--- src/rtl/i2c_write_controller.sv ---
// i2c_write_controller
//   Byte-level I2C master sequencer. It sits behind the baud-rate generator,
//   asks for the bit clock with BaudEnable and walks one transaction off the
//   ClockI2C square wave: START, address + R/W, ACK, data byte, ACK, STOP.
//
//   Optional feature macro: I2C_READ_EN. When defined it adds RW / ReadData
//   ports and a single-byte read (master NACKs the byte, then STOP).
//   Without it the R/W bit is fixed at 0 and the block is write-only.
//
// Ports
//   clock      system clock, rising edge
//   Reset      asynchronous active-low reset
//   Go         start request, honoured only while Busy=0
//   Address    slave address, latched on accepted Go
//   WriteData  payload byte, latched on accepted Go
//   RW         (I2C_READ_EN) R/W bit, latched on accepted Go
//   ReadData   (I2C_READ_EN) received byte, valid when Done pulses
//   ClockI2C   bit clock from the baud-rate generator
//   BaudEnable enable to the baud-rate generator
//   SDAIn      sampled SDA line
//   SCL        I2C clock line
//   SDAOut     SDA drive value (only meaningful when SDAOE=1)
//   SDAOE      SDA drive enable, 0 = released
//   Busy       transaction in progress
//   Done       one-clock pulse at end of transaction
//   AckError   sticky NACK flag, cleared by the next accepted Go
module i2c_write_controller #(
  parameter int DATA_WIDTH = 8,
  parameter int ADDR_WIDTH = 7
) (
  input  logic                  clock,
  input  logic                  Reset,
  input  logic                  Go,
  input  logic [ADDR_WIDTH-1:0] Address,
  input  logic [DATA_WIDTH-1:0] WriteData,
`ifdef I2C_READ_EN
  input  logic                  RW,
  output logic [DATA_WIDTH-1:0] ReadData,
`endif
  input  logic                  ClockI2C,
  output logic                  BaudEnable,
  input  logic                  SDAIn,
  output logic                  SCL,
  output logic                  SDAOut,
  output logic                  SDAOE,
  output logic                  Busy,
  output logic                  Done,
  output logic                  AckError
);

  localparam int AW1 = ADDR_WIDTH + 1;
  localparam int CW  = $clog2((AW1 > DATA_WIDTH ? AW1 : DATA_WIDTH) + 1);

  typedef enum logic [2:0] {
    S_IDLE, S_START, S_ADDR, S_ACK1, S_DATA, S_ACK2, S_STOP
  } state_t;

  state_t                state_q, state_d;
  logic                  clkq;
  logic [AW1-1:0]        addr_q, addr_d;
  logic [DATA_WIDTH-1:0] data_q, data_d;
  logic [CW-1:0]         cnt_q, cnt_d, cnt_dec;
  // first-rise seen: START condition issued (START) / SCL parked high (STOP)
  logic                  phase_q, phase_d;
  logic                  rd_q, rd_d;
  logic                  rw_in;
  logic                  sdaout_d, sdaoe_d, busy_d, done_d, ack_d, baud_d;
  logic                  rise, fall;

`ifdef I2C_READ_EN
  assign rw_in = RW;
`else
  assign rw_in = 1'b0;
`endif

  assign rise    = ClockI2C & ~clkq;
  assign fall    = ~ClockI2C & clkq;
  assign cnt_dec = cnt_q - 1'b1;

  // SCL mirrors the registered bit clock while bits are on the wire; once
  // STOP has seen its rise the line stays high so SDA can rise under it.
  always_comb begin
    SCL = 1'b1;
    case (state_q)
      S_ADDR, S_ACK1, S_DATA, S_ACK2: SCL = clkq;
      S_STOP:                         SCL = phase_q ? 1'b1 : clkq;
      default:                        SCL = 1'b1;
    endcase
  end

  always_ff @(posedge clock or negedge Reset) begin
    if (!Reset) begin
      state_q    <= S_IDLE;
      clkq       <= 1'b0;
      addr_q     <= '0;
      data_q     <= '0;
      cnt_q      <= '0;
      phase_q    <= 1'b0;
      rd_q       <= 1'b0;
      SDAOut     <= 1'b1;
      SDAOE      <= 1'b0;
      Busy       <= 1'b0;
      Done       <= 1'b0;
      AckError   <= 1'b0;
      BaudEnable <= 1'b0;
    end else begin
      state_q    <= state_d;
      clkq       <= ClockI2C;
      addr_q     <= addr_d;
      data_q     <= data_d;
      cnt_q      <= cnt_d;
      phase_q    <= phase_d;
      rd_q       <= rd_d;
      SDAOut     <= sdaout_d;
      SDAOE      <= sdaoe_d;
      Busy       <= busy_d;
      Done       <= done_d;
      AckError   <= ack_d;
      BaudEnable <= baud_d;
    end
  end

  always_comb begin
    state_d  = state_q;
    addr_d   = addr_q;
    data_d   = data_q;
    cnt_d    = cnt_q;
    phase_d  = phase_q;
    rd_d     = rd_q;
    sdaout_d = SDAOut;
    sdaoe_d  = SDAOE;
    busy_d   = Busy;
    done_d   = 1'b0;
    ack_d    = AckError;
    baud_d   = BaudEnable;
    case (state_q)
      S_IDLE: if (Go) begin
        addr_d  = {Address, rw_in};
        data_d  = WriteData;
        rd_d    = rw_in;
        ack_d   = 1'b0;
        busy_d  = 1'b1;
        baud_d  = 1'b1;
        phase_d = 1'b0;
        state_d = S_START;
      end
      // A fall seen before the first rise is ignored: the generator may
      // start low, and START must be issued with SCL high.
      S_START: begin
        if (rise && !phase_q) begin
          sdaoe_d  = 1'b1;
          sdaout_d = 1'b0;
          phase_d  = 1'b1;
        end else if (fall && phase_q) begin
          sdaout_d = addr_q[AW1-1];
          addr_d   = {addr_q[AW1-2:0], 1'b0};
          cnt_d    = CW'(AW1);
          state_d  = S_ADDR;
        end
      end
      S_ADDR: if (fall) begin
        cnt_d = cnt_dec;
        if (cnt_dec != '0) begin
          sdaout_d = addr_q[AW1-1];
          addr_d   = {addr_q[AW1-2:0], 1'b0};
        end else begin
          sdaoe_d = 1'b0;
          state_d = S_ACK1;
        end
      end
      S_ACK1: begin
        if (rise && SDAIn) ack_d = 1'b1;
        if (fall) begin
          if (AckError) begin
            sdaoe_d  = 1'b1;
            sdaout_d = 1'b0;
            phase_d  = 1'b0;
            state_d  = S_STOP;
          end else begin
            cnt_d   = CW'(DATA_WIDTH);
            state_d = S_DATA;
            if (!rd_q) begin
              sdaoe_d  = 1'b1;
              sdaout_d = data_q[DATA_WIDTH-1];
              data_d   = {data_q[DATA_WIDTH-2:0], 1'b0};
            end
          end
        end
      end
      S_DATA: if (fall) begin
        cnt_d = cnt_dec;
        if (cnt_dec != '0) begin
          if (!rd_q) begin
            sdaout_d = data_q[DATA_WIDTH-1];
            data_d   = {data_q[DATA_WIDTH-2:0], 1'b0};
          end
        end else begin
          state_d = S_ACK2;
          // a read ends with a master NACK; a write hands SDA to the slave
          sdaoe_d  = rd_q;
          sdaout_d = 1'b1;
        end
      end
      S_ACK2: begin
        if (rise && SDAIn && !rd_q) ack_d = 1'b1;
        if (fall) begin
          sdaoe_d  = 1'b1;
          sdaout_d = 1'b0;
          phase_d  = 1'b0;
          state_d  = S_STOP;
        end
      end
      S_STOP: begin
        if (rise && !phase_q) begin
          phase_d = 1'b1;
        end else if (fall && phase_q) begin
          sdaoe_d  = 1'b0;
          sdaout_d = 1'b1;
          done_d   = 1'b1;
          busy_d   = 1'b0;
          baud_d   = 1'b0;
          state_d  = S_IDLE;
        end
      end
      default: state_d = S_IDLE;
    endcase
  end

`ifdef I2C_READ_EN
  logic [DATA_WIDTH-1:0] rd_sr;

  always_ff @(posedge clock or negedge Reset) begin
    if (!Reset)                                rd_sr <= '0;
    else if (state_q == S_DATA && rd_q && rise) rd_sr <= {rd_sr[DATA_WIDTH-2:0], SDAIn};
  end

  assign ReadData = rd_sr;
`endif

endmodule

--- config.mk ---
export PLATFORM = sky130hd
export DESIGN_NAME = i2c_write_controller
export DESIGN_NICKNAME = d
export VERILOG_FILES = /design/src/rtl/i2c_write_controller.sv
export SDC_FILE = /design/constraint.sdc
export NUM_CORES = 1
export LEC_CHECK = 0
export CELL_PAD_IN_SITES_DETAIL_PLACEMENT = 0
export CELL_PAD_IN_SITES_GLOBAL_PLACEMENT = 1
export CORE_UTILIZATION = 40
export DETAILED_ROUTE_END_ITERATION = 10
export DONT_BUFFER_PORTS = 1
export PLACE_DENSITY = 0.66
export SLEW_MARGIN = 15
export SYNTH_ARGS = -nofsm -noshare
export SYNTH_HDL_FRONTEND = slang
export SYNTH_SLANG_ARGS = --single-unit
--- constraint.sdc ---
create_clock -name clock -period 2.6 [get_ports clock]
set_input_delay 0.52 -clock clock [delete_from_list [all_inputs] [get_ports clock]]
set_output_delay 0.52 -clock clock [all_outputs]
set_load 0.005 [all_outputs]
# Word-level counts from Yosys, hierarchy flattened
# Cells that the tools add are included.
# word_totals
elab_cells,132
register_bits,30
out_inout_bits,7
inputBits,20
# op_classes
addsub,1
bitwise_logic,4
reduce_logical,26
n_eq_ne,27
n_mux,63
# op_table
operator,n
2-to-1 mux 8 bit,10
one-hot mux 8 bit (3 select lines),2
inequality test 2 bit (second input constant),18
2-to-1 mux 3 bit,11
2-to-1 mux 1 bit,26
AND reduction 6 bit,4
one-hot mux 3 bit (7 select lines),1
2-to-1 mux 4 bit,5
one-hot mux 4 bit (3 select lines),1
nonzero test 3 bit,4
AND reduction 11 bit,1
AND reduction 10 bit,1
equality test 3 bit (second input constant),3
AND reduction 9 bit,1
one-hot mux 1 bit (4 select lines),2
AND reduction 4 bit,2
nonzero test 4 bit,2
equality test 3 x 2 -> 1 bit (second input constant),2
one-hot mux 1 bit (2 select lines),3
one-hot mux 1 bit (6 select lines),1
nonzero test 6 bit,1
OR reduction 2 bit,3
inequality test 2 x 1 -> 1 bit (second input constant),2
OR reduction 4 bit,1
other kinds (10),14

# Longest topological paths before layout
# logic_depth
depth_word,6
depth_mapped,8
mapped_depth_nobuf,7

# Worst setup path before layout
# Ideal clock, no wire load.
# synth_path
path_kind,register -> register
from,reg cnt_q[0]
to,reg addr_q[1]
path_buffers,1
setup_time_ps,125
path_stages_with_launch,9
arrival_time_ps,1843
t_required_ps,2475
slack_ps,632
period_less_slack_ps,1968
path_cell_list,dfrtp_1 > inv_1 > ha_1 > or2_1 > o21ai_4 > a2111oi_4 > o211a_1 > buf_6 > mux2_4
# synth_via
elab_chain_len,4
# synth_lines
element,line,rtl
start: declaration,62,"logic [CW-1:0] cnt_q, cnt_d, cnt_dec;"
start signal: assignment,111,cnt_q <= cnt_d;
subtractor 4 x 1 -> 4 bit,78,assign cnt_dec = cnt_q - 1'b1;
nonzero test 4 bit,163,if (cnt_dec != '0) begin
inequality test 2 bit (no line),n/a,
AND reduction 6 bit (no line),n/a,
end signal: assignment,109,addr_q <= addr_d;
end: declaration,60,"logic [AW1-1:0] addr_q, addr_d;"
# No other way between the ends.
# A chain may end at the register's enable or synchronous reset.

# Worst setup path after layout
# layout_path
from,reg cnt_q[1]
to,reg data_q[5]
# layout_via
elab_chain_len,4
# layout_lines
element,line,rtl
subtractor 4 x 1 -> 4 bit,78,
nonzero test 4 bit,192,if (cnt_dec != '0) begin
inequality test 2 bit (no line),n/a,
AND reduction 6 bit (no line),n/a,
end signal: assignment,110,data_q <= data_d;
end: declaration,61,"logic [DATA_WIDTH-1:0] data_q, data_d;"
# No other way between the ends.

==> metrics <==
outcome=finished, final reports clean; initial DRC count=98; setup repair after global routing missed its margin=no; power after layout=0.002720 W; simple-gate area share of the yosys netlist=14.34%; top cells by instance count after synthesis=dfrtp_1, nor2_1, mux2_2, mux2_4, nand2_1; Mapped Nets=213; required time reported for the critical path endpoint=2.77 ns; class of the tightest hold or removal check=in2async; Inserted Clock Buffers=5; Most Crowded Layer GR=met2; Synth Flop Type=dfrtp_1; sum of negative setup slack=0 ns; ratio of final minimum period to clock period=89.66%; Setup Buffers After CTS=0; fraction of layout cells with a size suffix above 1=28.50%; max-slew violation total from the final report=0; main combinational cell family by area after synthesis=compound AO/OA/AOI/OAI gates; remaining antenna violation count after routing=0; growth of design area from synthesis to finish=7.395%; share of the synthesized area in the top cell type=36.01%; fin nets=216; largest driver fanout on the critical path=8; Warnings, synthesis=0; data arrival time of the worst path=2.50 ns; Boundary Pins=27; Sw Ratio=41.07%; sort of element at the start of the critical path=register; antenna fix cells=0; total of hold buffers inserted after clock tree synthesis=1; clock transition time at the flip-flop clock pins of the worst setup and hold paths=0.06 ns; Unique masters post-synth=53; met3 routing resource usage after global routing=5.485%; number of levels the H-tree was split into=2; compound-cell area share of the yosys netlist=21.41%; number of antenna violations at the first check in global routing=0; post-cts sizing count=0; Floorplan Core Area=0.004692 sq mm; wire length reported by the detailed router=4408 um; clock latency at the later pin of the worst-skew pair=0.28 ns; WL/cell=17.85 um; number of remaining DRC errors=0; element type at the critical path end=register; timing startpoint of the critical path=cnt_q[1]; TritonCTS clock tree=yes; part of the Yosys area used for sequential elements=37.36%; Avg Inst Size Synth=10.29 sq um; Synth Area in Adders=2.572%; crit path time final=2.331 ns; overflow left after global routing=0; portion of netlist area occupied by mux cells=18.91%; pin count of the biggest net entering global routing=29; number of enable-type register cells in the synthesized netlist=0; clock buffer depth=2; top achievable clock speed=0.4290 GHz; Root Buffer=clkbuf_8; Max Cap Violations=0; Clock power frac=13.2%; post-route setup slack=0.2690 ns; top cells by area in the synthesized netlist=dfrtp_1, mux2_4, mux2_2; GR Util All Layers=18.88%; share of total power in combinational logic=53.4%; Post-Synth XOR/XNOR Area=0%; number of buffer cells added on primary ports=0; leakage component of the power=0.8950 nW; power spent charging and discharging nets=0.001117 W; die outline area=0.005147 sq mm; Die Span X=71.74 um; cell type with the highest aggregate area in the netlist=dfrtp_1; most repeated cell in the gate-level netlist after synthesis=dfrtp_1; worst max-slew margin expressed relative to the limit=53.83%; final count of hold timing violations=0; final setup violating endpoints=0; Placer Congestion=0.8457; placed wire-length estimate=3206 um; Finished Core Util=44.53%; beginning of the worst register-to-register path=cnt_q[1]; GR Util met2=30.92%; fraction of met1 tracks used by global routing=24.36%; initial cell density of the core=41.47%; detailed-route vias per instance=5.883; PD cells=1302 mW/mm^2; share of flip-flops with an asynchronous set or reset after synthesis=100.0%; critical path class=reg2reg; first-pass GRT wire length=7314 um; pre-CTS worst setup slack=0.2645 ns; number of standard-cell rows in the floorplan=25; worst IR drop on VDD=0.5094 mV; number of storage elements in the synthesis netlist=29; DR vias=1453; design internal power=0.001603 W; largest clock skew in the final design=0.001445 ns; Die Y-Extent=71.74 um; area of the mapped netlist=0.001946 sq mm; 1st-pass router iterations=4; Syn Inst Count=189; slew at the pin with the worst max-slew slack=0.6853 ns; fraction of power consumed by sequential logic=33.4%; via count of the first global-routing pass=1429; clk sinks=29
[kinds of logic (layout without fill, tap and decap cells)]
family,count (synthesis),in the layout
simple gates,53,53
flops,29,29
fa+ha+maj,4,4
buf+inv,20,24
compound gates,55,55
mux,28,28
[power groups by stage]
stage,logic (W),registers [W],clock network [W]
6_report,0.00145,0.000908,0.000360
5_1_grt,0.00160,0.000936,0.000391
4_1_cts,0.00146,0.000906,0.000369
3_5_place_dp,0.00143,0.000913,0
3_3_place_gp,0.00139,0.000906,0
2_1_floorplan,0.00128,0.000783,0
[area by class of cell]
class / count / area (sq um)
clock inverters: 2 / 10.01
flip-flops and latches: 29 / 726.9
well taps: 54 / 67.56
repair buffers: 7 / 65.06
inverters: 9 / 33.78
clock buffers: 6 / 72.57
fillers: 456 / 2603
multi-input cells: 140 / 1114
[layout by cell type, fill, tap and decap left out, types with 3 or more instances in the layout]
master,count
clkbuf_8,5
buf_4,6
inv_1,9
a31oi_1,4
nor2b_1,4
nor2_1,17
mux2_4,14
a21o_1,3
a22oi_1,3
nand2b_1,4
mux2_2,14
a21oi_1,9
dfrtp_1,28
nand2_1,13
ha_1,4
o21ai_0,9
[routing by layer]
metal / vias to the layer above / part of all wire, %
met4: 0 / 1.2
met1: 706 / 44
met5: - / 0
met2: 50 / 48
li1: 692 / -
met3: 5 / 6.6
[path summary, 6_finish.rpt]
path / slack, ns / depth (start not counted) / to
max: 0.27 / 6 / data_q[5]
min: 0.06 / 1 / data_q[0]
max reg2reg: 0.27 / 6 / data_q[5]
min reg2reg: 0.51 / 1 / data_q[2]
max in group asynchronous: 2.38 / 1 / state_q[0]
min in group clock: 0.26 / 0 / clkq
[state kept, by name (all words and copies together), names as in the netlist]
| name | count |
|---|---|
| addr_q | 7 |
| cnt_q | 4 |
| SDAOE | 1 |
| data_q | 8 |
| Done | 1 |
| clkq | 1 |
| AckError | 1 |
| state_q | 3 |
| SDAOut | 1 |
| phase_q | 1 |
| Busy | 1 |
[per-stage QoR]
step	hold slack, ns	cell area, sq um	cells
floorplan	0.2244	1946	189
global placement	0.2254	1987	238
detailed placement	0.2254	1987	238
CTS	0.05954	2090	247
global route	0.05615	2090	247
finish	0.05774	2090	247
[critical path, stage by stage, from the launching register on]
cell	delay [ns]
dfrtp_1	0.41
inv_1	0.11
ha_1	0.23
and4b_4	0.25
a2111oi_4	0.36
a22o_1	0.50
mux2_4	0.35
Note: power is estimated with default switching activity, not from simulation.
